==> config.mk <==
export PLATFORM = sky130hd
export DESIGN_NAME = cmem_seq
export DESIGN_NICKNAME = d
export VERILOG_FILES = /design/src/rtl/cmem_seq.sv
export SDC_FILE = /design/constraint.sdc
export NUM_CORES = 1
export LEC_CHECK = 0
export BUFFER_PORTS_ARGS = -buffer_cell sky130_fd_sc_hd__clkbuf_2
export CAP_MARGIN = 20
export CORE_UTILIZATION = 48
export CTS_BUF_LIST = sky130_fd_sc_hd__clkbuf_8
export DETAILED_ROUTE_END_ITERATION = 10
export GPL_TIMING_DRIVEN = 0
export HOLD_SLACK_MARGIN = 0.05
export PLACE_DENSITY = 0.79
export SLEW_MARGIN = 20
export SYNTH_ARGS = -nofsm -noshare
export SYNTH_HDL_FRONTEND = slang
export SYNTH_SLANG_ARGS = --single-unit
export TNS_END_PERCENT = 50
==> constraint.sdc <==
create_clock -name clk -period 2.4 [get_ports clk]
set_input_delay 0.12 -clock clk [delete_from_list [all_inputs] [get_ports clk]]
set_output_delay 0.12 -clock clk [all_outputs]
set_load 0.005 [all_outputs]
==> src/rtl/cmem_seq.sv <==
// Load/read sequencer for the banked FIR coefficient memory.
// Writes a coefficient stream across all banks, then sweeps taps on all read ports.
module cmem_seq #(
    parameter int DW    = 16,
    parameter int AW    = 8,
    parameter int NBLK  = 8,
    parameter int DEPTH = 64
) (
    input  logic                                     clk,
    input  logic                                     rst,
    input  logic                                     load_start,
    input  logic                                     rd_start,
    input  logic                                     s_valid,
    input  logic [DW-1:0]                            s_data,
    output logic                                     s_ready,
    output logic                                     cmem_cen,
    output logic                                     cmem_wen,
    output logic [DW-1:0]                            cmem_d,
    output logic [$clog2(NBLK)+$clog2(DEPTH)-1:0]    cmem_wa,
    output logic [NBLK*AW-1:0]                       cmem_a,
    output logic                                     rd_valid,
    output logic [$clog2(DEPTH)-1:0]                 rd_tap,
    output logic                                     busy,
    output logic                                     load_done,
    output logic                                     rd_done
);

    localparam int BW  = $clog2(NBLK);
    localparam int OW  = $clog2(DEPTH);
    localparam int WAW = BW + OW;

    localparam logic [BW-1:0] BANK_MAX = BW'(NBLK - 1);
    localparam logic [OW-1:0] OFF_MAX  = OW'(DEPTH - 1);

    typedef enum logic [1:0] {
        IDLE,
        LOAD,
        READ
    } state_e;

    state_e            state_q;
    logic [BW-1:0]     bank_q;
    logic [OW-1:0]     off_q;
    logic              cen_q;
    logic              wen_q;
    logic [DW-1:0]     d_q;
    logic [WAW-1:0]    wa_q;
    logic [NBLK*AW-1:0] a_q;
    logic              rd_valid_q;
    logic [OW-1:0]     rd_tap_q;
    logic              load_done_q;
    logic              rd_done_q;

    logic              rd_issued;
    logic [OW-1:0]     a_tap;
    logic [AW-1:0]     rd_addr;

    // A read is on the pins this cycle; its Q is valid next cycle.
    assign rd_issued = !cen_q && wen_q;
    assign a_tap     = a_q[OW-1:0];
    assign rd_addr   = AW'(off_q);

    always_ff @(posedge clk) begin
        if (rst) begin
            state_q     <= IDLE;
            bank_q      <= '0;
            off_q       <= '0;
            cen_q       <= 1'b1;
            wen_q       <= 1'b1;
            d_q         <= '0;
            wa_q        <= '0;
            a_q         <= '0;
            rd_valid_q  <= 1'b0;
            rd_tap_q    <= '0;
            load_done_q <= 1'b0;
            rd_done_q   <= 1'b0;
        end else begin
            cen_q       <= 1'b1;
            wen_q       <= 1'b1;
            load_done_q <= 1'b0;
            rd_valid_q  <= rd_issued;
            rd_done_q   <= rd_issued && (a_tap == OFF_MAX);
            if (rd_issued) begin
                rd_tap_q <= a_tap;
            end
            unique case (state_q)
                IDLE: begin
                    if (load_start) begin
                        state_q <= LOAD;
                        bank_q  <= '0;
                        off_q   <= '0;
                    end else if (rd_start) begin
                        // Tap 0 goes out right away; the sweep continues from 1.
                        state_q <= READ;
                        cen_q   <= 1'b0;
                        a_q     <= '0;
                        off_q   <= OW'(1);
                    end
                end
                LOAD: begin
                    if (s_valid) begin
                        cen_q <= 1'b0;
                        wen_q <= 1'b0;
                        d_q   <= s_data;
                        wa_q  <= {bank_q, off_q};
                        off_q <= off_q + 1'b1;
                        if (off_q == OFF_MAX) begin
                            bank_q <= bank_q + 1'b1;
                            if (bank_q == BANK_MAX) begin
                                state_q     <= IDLE;
                                load_done_q <= 1'b1;
                            end
                        end
                    end
                end
                READ: begin
                    cen_q <= 1'b0;
                    a_q   <= {NBLK{rd_addr}};
                    off_q <= off_q + 1'b1;
                    if (off_q == OFF_MAX) begin
                        state_q <= IDLE;
                    end
                end
                default: state_q <= IDLE;
            endcase
        end
    end

    assign s_ready   = (state_q == LOAD);
    assign busy      = (state_q != IDLE);
    assign cmem_cen  = cen_q;
    assign cmem_wen  = wen_q;
    assign cmem_d    = d_q;
    assign cmem_wa   = wa_q;
    assign cmem_a    = a_q;
    assign rd_valid  = rd_valid_q;
    assign rd_tap    = rd_tap_q;
    assign load_done = load_done_q;
    assign rd_done   = rd_done_q;

endmodule

Word level (Yosys, flattened, before mapping)
Cells that the tools add are included.
- bits in registers: 111
- logic and storage cells: 68
- input port bits: 21
- output and inout port bits: 102
- reduce and logical (&&, ||, !) cells: 15
- bitwise logic cells: 3
- add/subtract/negate cells: 2
- equal/unequal tests: 13
- multiplexer cells: 23
- operator list (operator ; number):
    $mux 64 ; 2
    $pmux 64 s2 ; 1
    $mux 6 ; 3
    $pmux 6 s3 ; 1
    $eq 6x6->1 const B ; 2
    $mux 2 ; 6
    $ne 2x2->1 const B ; 5
    $mux 3 ; 3
    $add 6x1->6 const B ; 1
    $pmux 2 s3 ; 1
    $pmux 3 s2 ; 1
    $reduce_and 3->1 ; 2
    $reduce_bool 2->1 ; 3
    $reduce_and 5->1 ; 1
    $mux 1 ; 4
    $ne 2x1->1 const B ; 2
    $reduce_and 4->1 ; 1
    $reduce_or 4->1 ; 1
    $add 3x1->3 const B ; 1
    $eq 3x3->1 const B ; 1
    $ne 3x3->1 const B ; 1
    $not 1->1 ; 3
    $pmux 1 s3 ; 1
    $reduce_bool 3->1 ; 1
    7 further kinds ; 8

Depth between registers and ports, before layout
Gate-level depths: netlist of run 1.
- depth in word-level cells: 5
- gate-level depth with buffers: 7
- depth with buffers taken out: 6

Least setup slack after synthesis of run 1
No wires, ideal clock.
- path type: reg-to-reg
- start point: reg state_q[1]
- end point: reg off_q[4]
- cell stages (with the launch flop): 8
- required time: 2.330 ns
- arrival time: 1.816 ns
- slack: 0.514 ns
- clock period less this slack: 1.886 ns
- library setup time: 0.070 ns
- path buffers: 1
- cell sequence: dfxtp_1 > inv_1 > ha_1 > nor2b_4 > or3_4 > buf_6 > or4_1 > a21oi_1
- longest elaborated chain between the ends: 3
- elaborated cells on any way between the ends: 8
- those cells by class: eq/ne (4); mux (1); reduce/logical (3)
- RTL lines (item ; line ; RTL):
    start: declaration ; 41 ; state_e state_q;
    start signal: assignment ; 65 ; state_q <= IDLE;
    start signal: assignment ; 89 ; state_q <= LOAD;
    start signal: assignment ; 94 ; state_q <= READ;
    $eq 2x1->1 (*) ; n/a ;
    via s_ready ; 15 ; output logic s_ready,
    $ne 2x2->1 (no source line) or $reduce_bool 3->1 (tied branches) ; n/a ;
    $reduce_and 3->1 (no source line) ; n/a ;
    end signal: assignment ; 106 ; off_q <= off_q + 1'b1;
    end signal: assignment ; 119 ; off_q <= off_q + 1'b1;
    end: declaration ; 43 ; logic [OW-1:0] off_q;
Mark *: on every way through the listed nets, which the timed path passes. The rest lies on a longest branch.
A chain may end at the register's enable or synchronous reset.

Worst setup path after layout of run 1
- start point: reg state_q[1]
- end point: reg d_q[13], in the netlist cmem_d[13]
- longest elaborated chain between the ends: 2
- RTL lines (item ; line ; RTL):
    $eq 2x1->1 ; 86 ; unique case (state_q)
    $reduce_and 2->1 (no source line) ; n/a ;
    end signal: assignment ; 104 ; d_q <= s_data;
    end: declaration ; 46 ; logic [DW-1:0] d_q;
No other way between the ends.

==> summary.txt, run 1 <==
Run status
  – Status: finished clean

Pwr
  – Total chip power: between 1.5 and 2 mW
  – Reg power frac: 48.6%
  – Power Dens Cells: 570.1 nW/um^2
  – Clock power share: between 20% and 30%
  – Combinational power share: between 20% and 30%
  – VDD IR max: 0.3502 mV
  – Int Pwr: roughly 1.4 mW
  – Switch Pwr: ~0.55 mW
  – Switching part of the total: between 20 and 30%
  – Leak Pwr: around 1.7 nW

Detailed routing
  – Residual DRC count: 0
  – Wire per inst: 11.04 um
  – Via/cell ratio: approximately 4.6
  – DRT iter0 DRCs: 131
  – Initial DRT Pass Iterations: 4
  – ANT nets after route: 0
  – Routed WL: between 5 and 6 mm
  – Via Count: 2380

Synth
  – Cell Area, Synth: around 2500 sq um
  – Seq/Total Area, Yosys: a little over two fifths
  – Synth top cells by count: buf_4, nand2_1, dfxtp_1, a21oi_1, nor2_1
  – Cell taking the most area after synthesis: dfxtp_1
  – Synth Register Bits: 53
  – Post-Syn Instances: approximately 300
  – Post-synth top area share: 41.73%
  – Fraction of registers with async set/reset: 0%
  – Synth warn: 0
  – Avg Inst Size Synth: about 8.4 sq um
  – Top cells by area, synth: dfxtp_1, buf_4, nand2_1
  – Post-synth EDFFs: 0
  – Dominant synthesized flop cell: dfxtp_1
  – Netlist cell types: 39

Critical path
  – Startpoint types: register
  – CP Class: register to register
  – R2R Path Start: state_q[1]
  – Reg2reg end: cmem_d[13]
  – Cell depth of the worst flop-to-flop path: 7
  – Crit-path cells: inv_1 > ha_1 > and2_2 > clkbuf_1 > clkbuf_1 > nand2_1 > a21oi_1
  – CP Data Required Time: 2.63 ns
  – Most frequent CP cell: clkbuf_1
  – Setup crit end: cmem_d[13]
  – Worst path slowest cell: clkbuf_1
  – Critical Path Max Stage Delay: ~0.40 ns
  – CP max FO: 10
  – CP Capture Type: register
  – Crit path DAT: approximately 2.3 ns
  – Critical path startpoint: state_q[1]
  – Flop2flop setup slack: about 0.35 ns

Die
  – Initial Util: about 50%
  – Core outline area: between 5000 and 6000 sq um
  – Die Ht: 74.78 um
  – Rows: 26
  – Die W: 74.78 um
  – Die area: around 5600 sq um
  – I/O pin count: between 100 and 150

Final layout
  – Cell Count, Final, Fillers Out: a little over 500
  – Synthesis-to-finish area growth: 36.32%
  – Share of cells above drive strength 1: between 30% and 40%
  – Final net count: 472
  – Design area: approximately 3500 sq um
  – Antenna diode count: 0
  – Final core utilization: between 60 and 70%

Run
  – Maxcap violations: 0

Global routing
  – Grt ovf: 0
  – Pin count of the biggest net entering global routing: 16
  – Number of global-route vias before repair: 1981
  – Initial antenna violation count: 0
  – First-pass GRT wire length: 8.652 mm
  – GRT Total Usage: about a fifth

STA
  – Worst slew pin tran: 0.4907 ns
  – Crit share post-route: between 80 and 90%
  – RSZ-0062 raised after global routing: no
  – Setup TNS: 0 ns
  – Clk_skew: 0.01175 ns
  – Final hold slack: slightly below 0.06 ns
  – Minimum clock period: between 2 and 2.5 ns
  – Achievable frequency: 488.1 MHz
  – Relative slew slack: approximately 66%
  – Setup WS post-layout: 0.3511 ns
  – Final Hold Vio Count: 0
  – Setup violators final: 0
  – Final Slew Violations: 0

CTS
  – Post-cts gate resize count: 0
  – Clock latency on the worst-skew pair: about 0.30 ns
  – CTS tree: done
  – Clock Sink Count: 53
  – Inserted Clock Buffers: 5
  – Clock transition at the registers of the reported paths: around 0.09 ns
  – H-tree levels: 2
  – CTS max path bufs: 2
  – Clock Tree Root: clkbuf_8

Placement
  – Placed cell count: ~500
  – DP Area: roughly 3200 sq um
  – Final Wtd Congestion: 0.8573
  – # port buffers: 105
  – Pre-CTS WS: 0.3799 ns
  – HPWL Detailed: 4.091 mm

Min path
  – Hold-critical path depth: 3
  – Hold crit path type: input pin to register
## registers in the layout, indices dropped and copies added, names as in the netlist
signal     cells
cmem_d        16
cmem_wa        9
cmem_a         6
off_q          6
rd_tap         6
bank_q         3
state_q        2
cmem_cen       1
cmem_wen       1
load_done      1
rd_done        1
rd_valid       1
## worst max-delay path: cells and delay by family (launching register included)
kind                     cells  cell delay (ns)
buffers and inverters        3             0.83
adder cells (fa/ha/maj)      1             0.34
AO/OA/AOI/OAI                1             0.14
flip-flops                   1             0.34
AND/OR/NAND/NOR              2             0.32
## cell type report
type                    instances  area, sq um
plain buffers                  72        496.7
flip-flops and latches         53         1061
fillers                       434         1642
clock inverters                 2        35.03
multi-input cells             187         1022
repair buffers                120        675.6
inverters                       5        18.77
well taps                      70        87.58
clock buffers                   5        68.82
## cell usage in the layout, fill, tap and decap left out, drive strengths merged, types with 2 or more instances in the layout
master       instances
clkbuf             123
buf                 59
nand2               58
dfxtp               53
a21oi               28
nor2                17
conb                16
dlygate4sd3         15
mux2i                8
ha                   7
o21ai                6
a22oi                6
inv                  5
nand2b               3
nand4                3
nor4                 3
o31ai                3
or3                  3
nand3                2
nor3b                2
or4                  2
nand3b               2
o22ai                2
nor3                 2
o21a                 2
nor2b                2
## cells by family after synthesis
logic type	Yosys count	synth area share, %
other cells	1	0.1475
xor+xnor	1	0.3446
buf+inv	77	20.28
fa+ha+maj	7	3.445
simple gates	102	18.55
mux	8	3.150
flops	53	41.73
compound gates	53	12.35
## repair_timing
item,in CTS,in global routing
hold endpoints to repair,14,1
buffers inserted,0,0
hold buffers,14,1
## worst min path at each step
stage,from,end,slack (ns)
after CTS,s_data[5],cmem_d[5],0.05
after floorplan,s_data[0],cmem_d[0],0.26
after global placement,s_data[5],cmem_d[5],0.34
final,s_data[0],cmem_d[0],0.06
after detailed placement,s_data[10],cmem_d[10],0.35
after global routing,s_data[0],cmem_d[0],0.06
## power by group through the flow
stage                     Sequential (mW)  Clock [mW]  Combinational, mW
after floorplan                     0.975           0              0.288
after detailed placement            0.980           0              0.411
final                               0.960       0.585              0.431
after global routing                0.966       0.626              0.485
after CTS                           0.959       0.588              0.430
after global placement              0.978           0              0.405
## metal layers
layer	global-route usage, %	routed length [um]	vias to the layer above
li1	-	-	1217
met1	23.79	2515	1066
met2	35.74	2782	89
met3	3.614	326	8
met4	6.080	47	0
met5	0	0	-
(Power assumes the default switching activity.)
==> run 2, diff against run 1 <==
--- a/config.mk
+++ b/config.mk
@@ -13,6 +13,7 @@
 export GPL_TIMING_DRIVEN = 0
 export HOLD_SLACK_MARGIN = 0.05
 export PLACE_DENSITY = 0.79
+export RECOVER_POWER = 50
 export SLEW_MARGIN = 20
 export SYNTH_ARGS = -nofsm -noshare
 export SYNTH_HDL_FRONTEND = slang
==> run 2 against run 1 <==
Effect of this change: cell area fell by 0.94%; clock-buffer cell count unchanged; clock skew is essentially flat; total power decreased by 0.23%; fmax up 1.2%; largest power group unchanged; register-to-register slack better by 0.02 ns; highest routed layer unchanged; flip-flop and latch count unchanged.
==> summary.txt, run 2 (synthesis gave the netlist of run 1 again) <==
Die
  – Core outline area: about 5100 sq um
  – Die Ht: about 75 um
  – Initial Util: roughly 50%
  – Die area: 5592 sq um
  – Rows: 26
  – Die W: roughly 75 um
  – I/O pin count: between 100 and 150

Final layout
  – Max FFs per register: 16
  – Fill cell count: 450
  – Final core utilization: about two thirds
  – Design area: around 3400 sq um
  – Synthesis-to-finish area growth: 35.04%
  – Commonest non-fill, non-tap cells in the layout: clkbuf_2, nand2_1, dfxtp_1, clkbuf_1, buf_4
  – Cell Count, Final, Fillers Out: around 510
  – Antenna diode count: 0
  – Multi-input logic area: 1022 sq um
  – Share of cells above drive strength 1: about a third
  – Reg area: about 1100 sq um
  – Commonest non-fill, non-tap cell in the layout: clkbuf_2
  – Final net count: roughly 470

Pwr
  – Combinational power share: 21.6%
  – Total chip power: 1.971 mW
  – Clock power share: slightly below 30%
  – Reg power frac: between 40% and 50%
  – Switching part of the total: approximately 28%
  – Leak Pwr: 1.608 nW
  – Int Pwr: between 1 and 1.5 mW
  – Power Dens Cells: roughly 570 nW/um^2
  – VDD IR max: around 0.35 mV
  – Switch Pwr: between 0.5 and 0.6 mW

Detailed routing
  – Via Count: around 2400
  – Via/cell ratio: ~4.6
  – Routed WL: about 5.7 mm
  – ANT nets after route: 0
  – Initial DRT Pass Iterations: 4
  – Wire per inst: around 11 um
  – DRT iter0 DRCs: 92
  – Residual DRC count: 0

Critical path
  – R2R Path Start: state_q[1]
  – Crit path DAT: approximately 2.3 ns
  – CP Buf/Inv Count: 3
  – Flop2flop setup slack: 0.37 ns
  – Crit-path cells: inv_1 > ha_1 > and2_2 > clkbuf_1 > clkbuf_1 > nand2_1 > a21oi_1
  – Reg2reg end: cmem_d[13]
  – CP Capture Type: register
  – Worst path slowest cell: clkbuf_1
  – CP max FO: 10
  – CP Class: register to register
  – Cell depth of the worst flop-to-flop path: 7
  – Most frequent CP cell: clkbuf_1
  – CP delay by family, top: buffers and inverters
  – Startpoint types: register
  – Critical Path Max Stage Delay: approximately 0.4 ns
  – CP Data Required Time: ~2.6 ns

Placement
  – Final Wtd Congestion: between 0.8 and 0.9
  – DP Area: 3212 sq um
  – Placed cell count: 492
  – HPWL Detailed: 4.091 mm
  – # port buffers: approximately 110
  – Pre-CTS WS: between 0.3 and 0.4 ns

STA
  – Setup violators final: 0
  – Final Slew Violations: 0
  – Crit share post-route: around 84%
  – Clk_skew: approximately 0.011 ns
  – Achievable frequency: slightly below 500 MHz
  – Setup TNS: 0 ns
  – Final Hold Vio Count: 0
  – RSZ-0062 raised after global routing: no
  – Worst slew pin tran: 0.4967 ns
  – Minimum clock period: between 2 and 2.5 ns
  – Relative slew slack: 65.94%
  – Setup WS post-layout: around 0.37 ns
  – Final hold slack: 0.05895 ns

CTS
  – CTS tree: done
  – Clock transition at the registers of the reported paths: about 0.090 ns
  – CTS max path bufs: 2
  – Clock Sink Count: 53
  – Clock Tree Root: clkbuf_8
  – Inserted Clock Buffers: 5
  – H-tree levels: 2
  – Clock latency on the worst-skew pair: 0.30 ns

Min path
  – Worst hold start: s_data[0]
  – WHS Endpoint: cmem_d[0]
  – Hold crit path type: input pin to register
  – Hold-critical path depth: 3

Global routing
  – Pin count of the biggest net entering global routing: 16
  – First-pass GRT wire length: slightly below 9 mm
  – Number of global-route vias before repair: 1981
  – GRT Total Usage: 19.77%
  – Grt ovf: 0
  – Initial antenna violation count: 0

Run
  – Maxcap violations: 0

Run status
  – Status: finished clean
## run 2: repair_timing
item | in CTS | in global routing
resized for setup | 0 | 0
hold buffers | 14 | 1
hold endpoints to repair | 14 | 1
setup buffers | 0 | 0
## run 2: final cells by class
cell class | count | area share, %
Clock buffer | 5 | 2.004
Clock inverter | 2 | 1.020
Timing Repair Buffer | 120 | 18.73
Tap cell | 70 | 2.551
Inverter | 5 | 0.5466
Buffer | 72 | 14.47
Multi-Input combinational cell | 187 | 29.77
Sequential cell | 53 | 30.90
## run 2: metal layers
layer,share of wire (%),vias to the layer above,track usage [%]
met5,0,-,0
met4,0.83,0,6.080
met3,5.7,8,3.614
met2,49,87,35.74
met1,44,1074,23.79
li1,-,1213,-
## run 2: worst register-to-register path: stages, from the launching register on
cell and delay [ns]:
dfxtp_1 0.34, inv_1 0.10, ha_1 0.33, and2_2 0.20
clkbuf_1 0.32, clkbuf_1 0.40, nand2_1 0.12, a21oi_1 0.14
## run 2: how the worst max path moves through the flow
stage	start	endpoint	cells after the start
3_5_place_dp	state_q[1]	cmem_d[7]	7
3_3_place_gp	state_q[1]	off_q[4]	7
5_1_grt	state_q[1]	cmem_d[13]	7
4_1_cts	state_q[1]	off_q[0]	7
2_1_floorplan	state_q[1]	off_q[4]	7
6_report	state_q[1]	cmem_d[13]	7
## run 2: power groups by stage
stage | logic (mW) | registers, mW | clock network [mW]
final | 0.427 | 0.960 | 0.585
after CTS | 0.430 | 0.959 | 0.588
after global routing | 0.481 | 0.966 | 0.626
after detailed placement | 0.411 | 0.980 | 0
after global placement | 0.405 | 0.978 | 0
after floorplan | 0.288 | 0.975 | 0
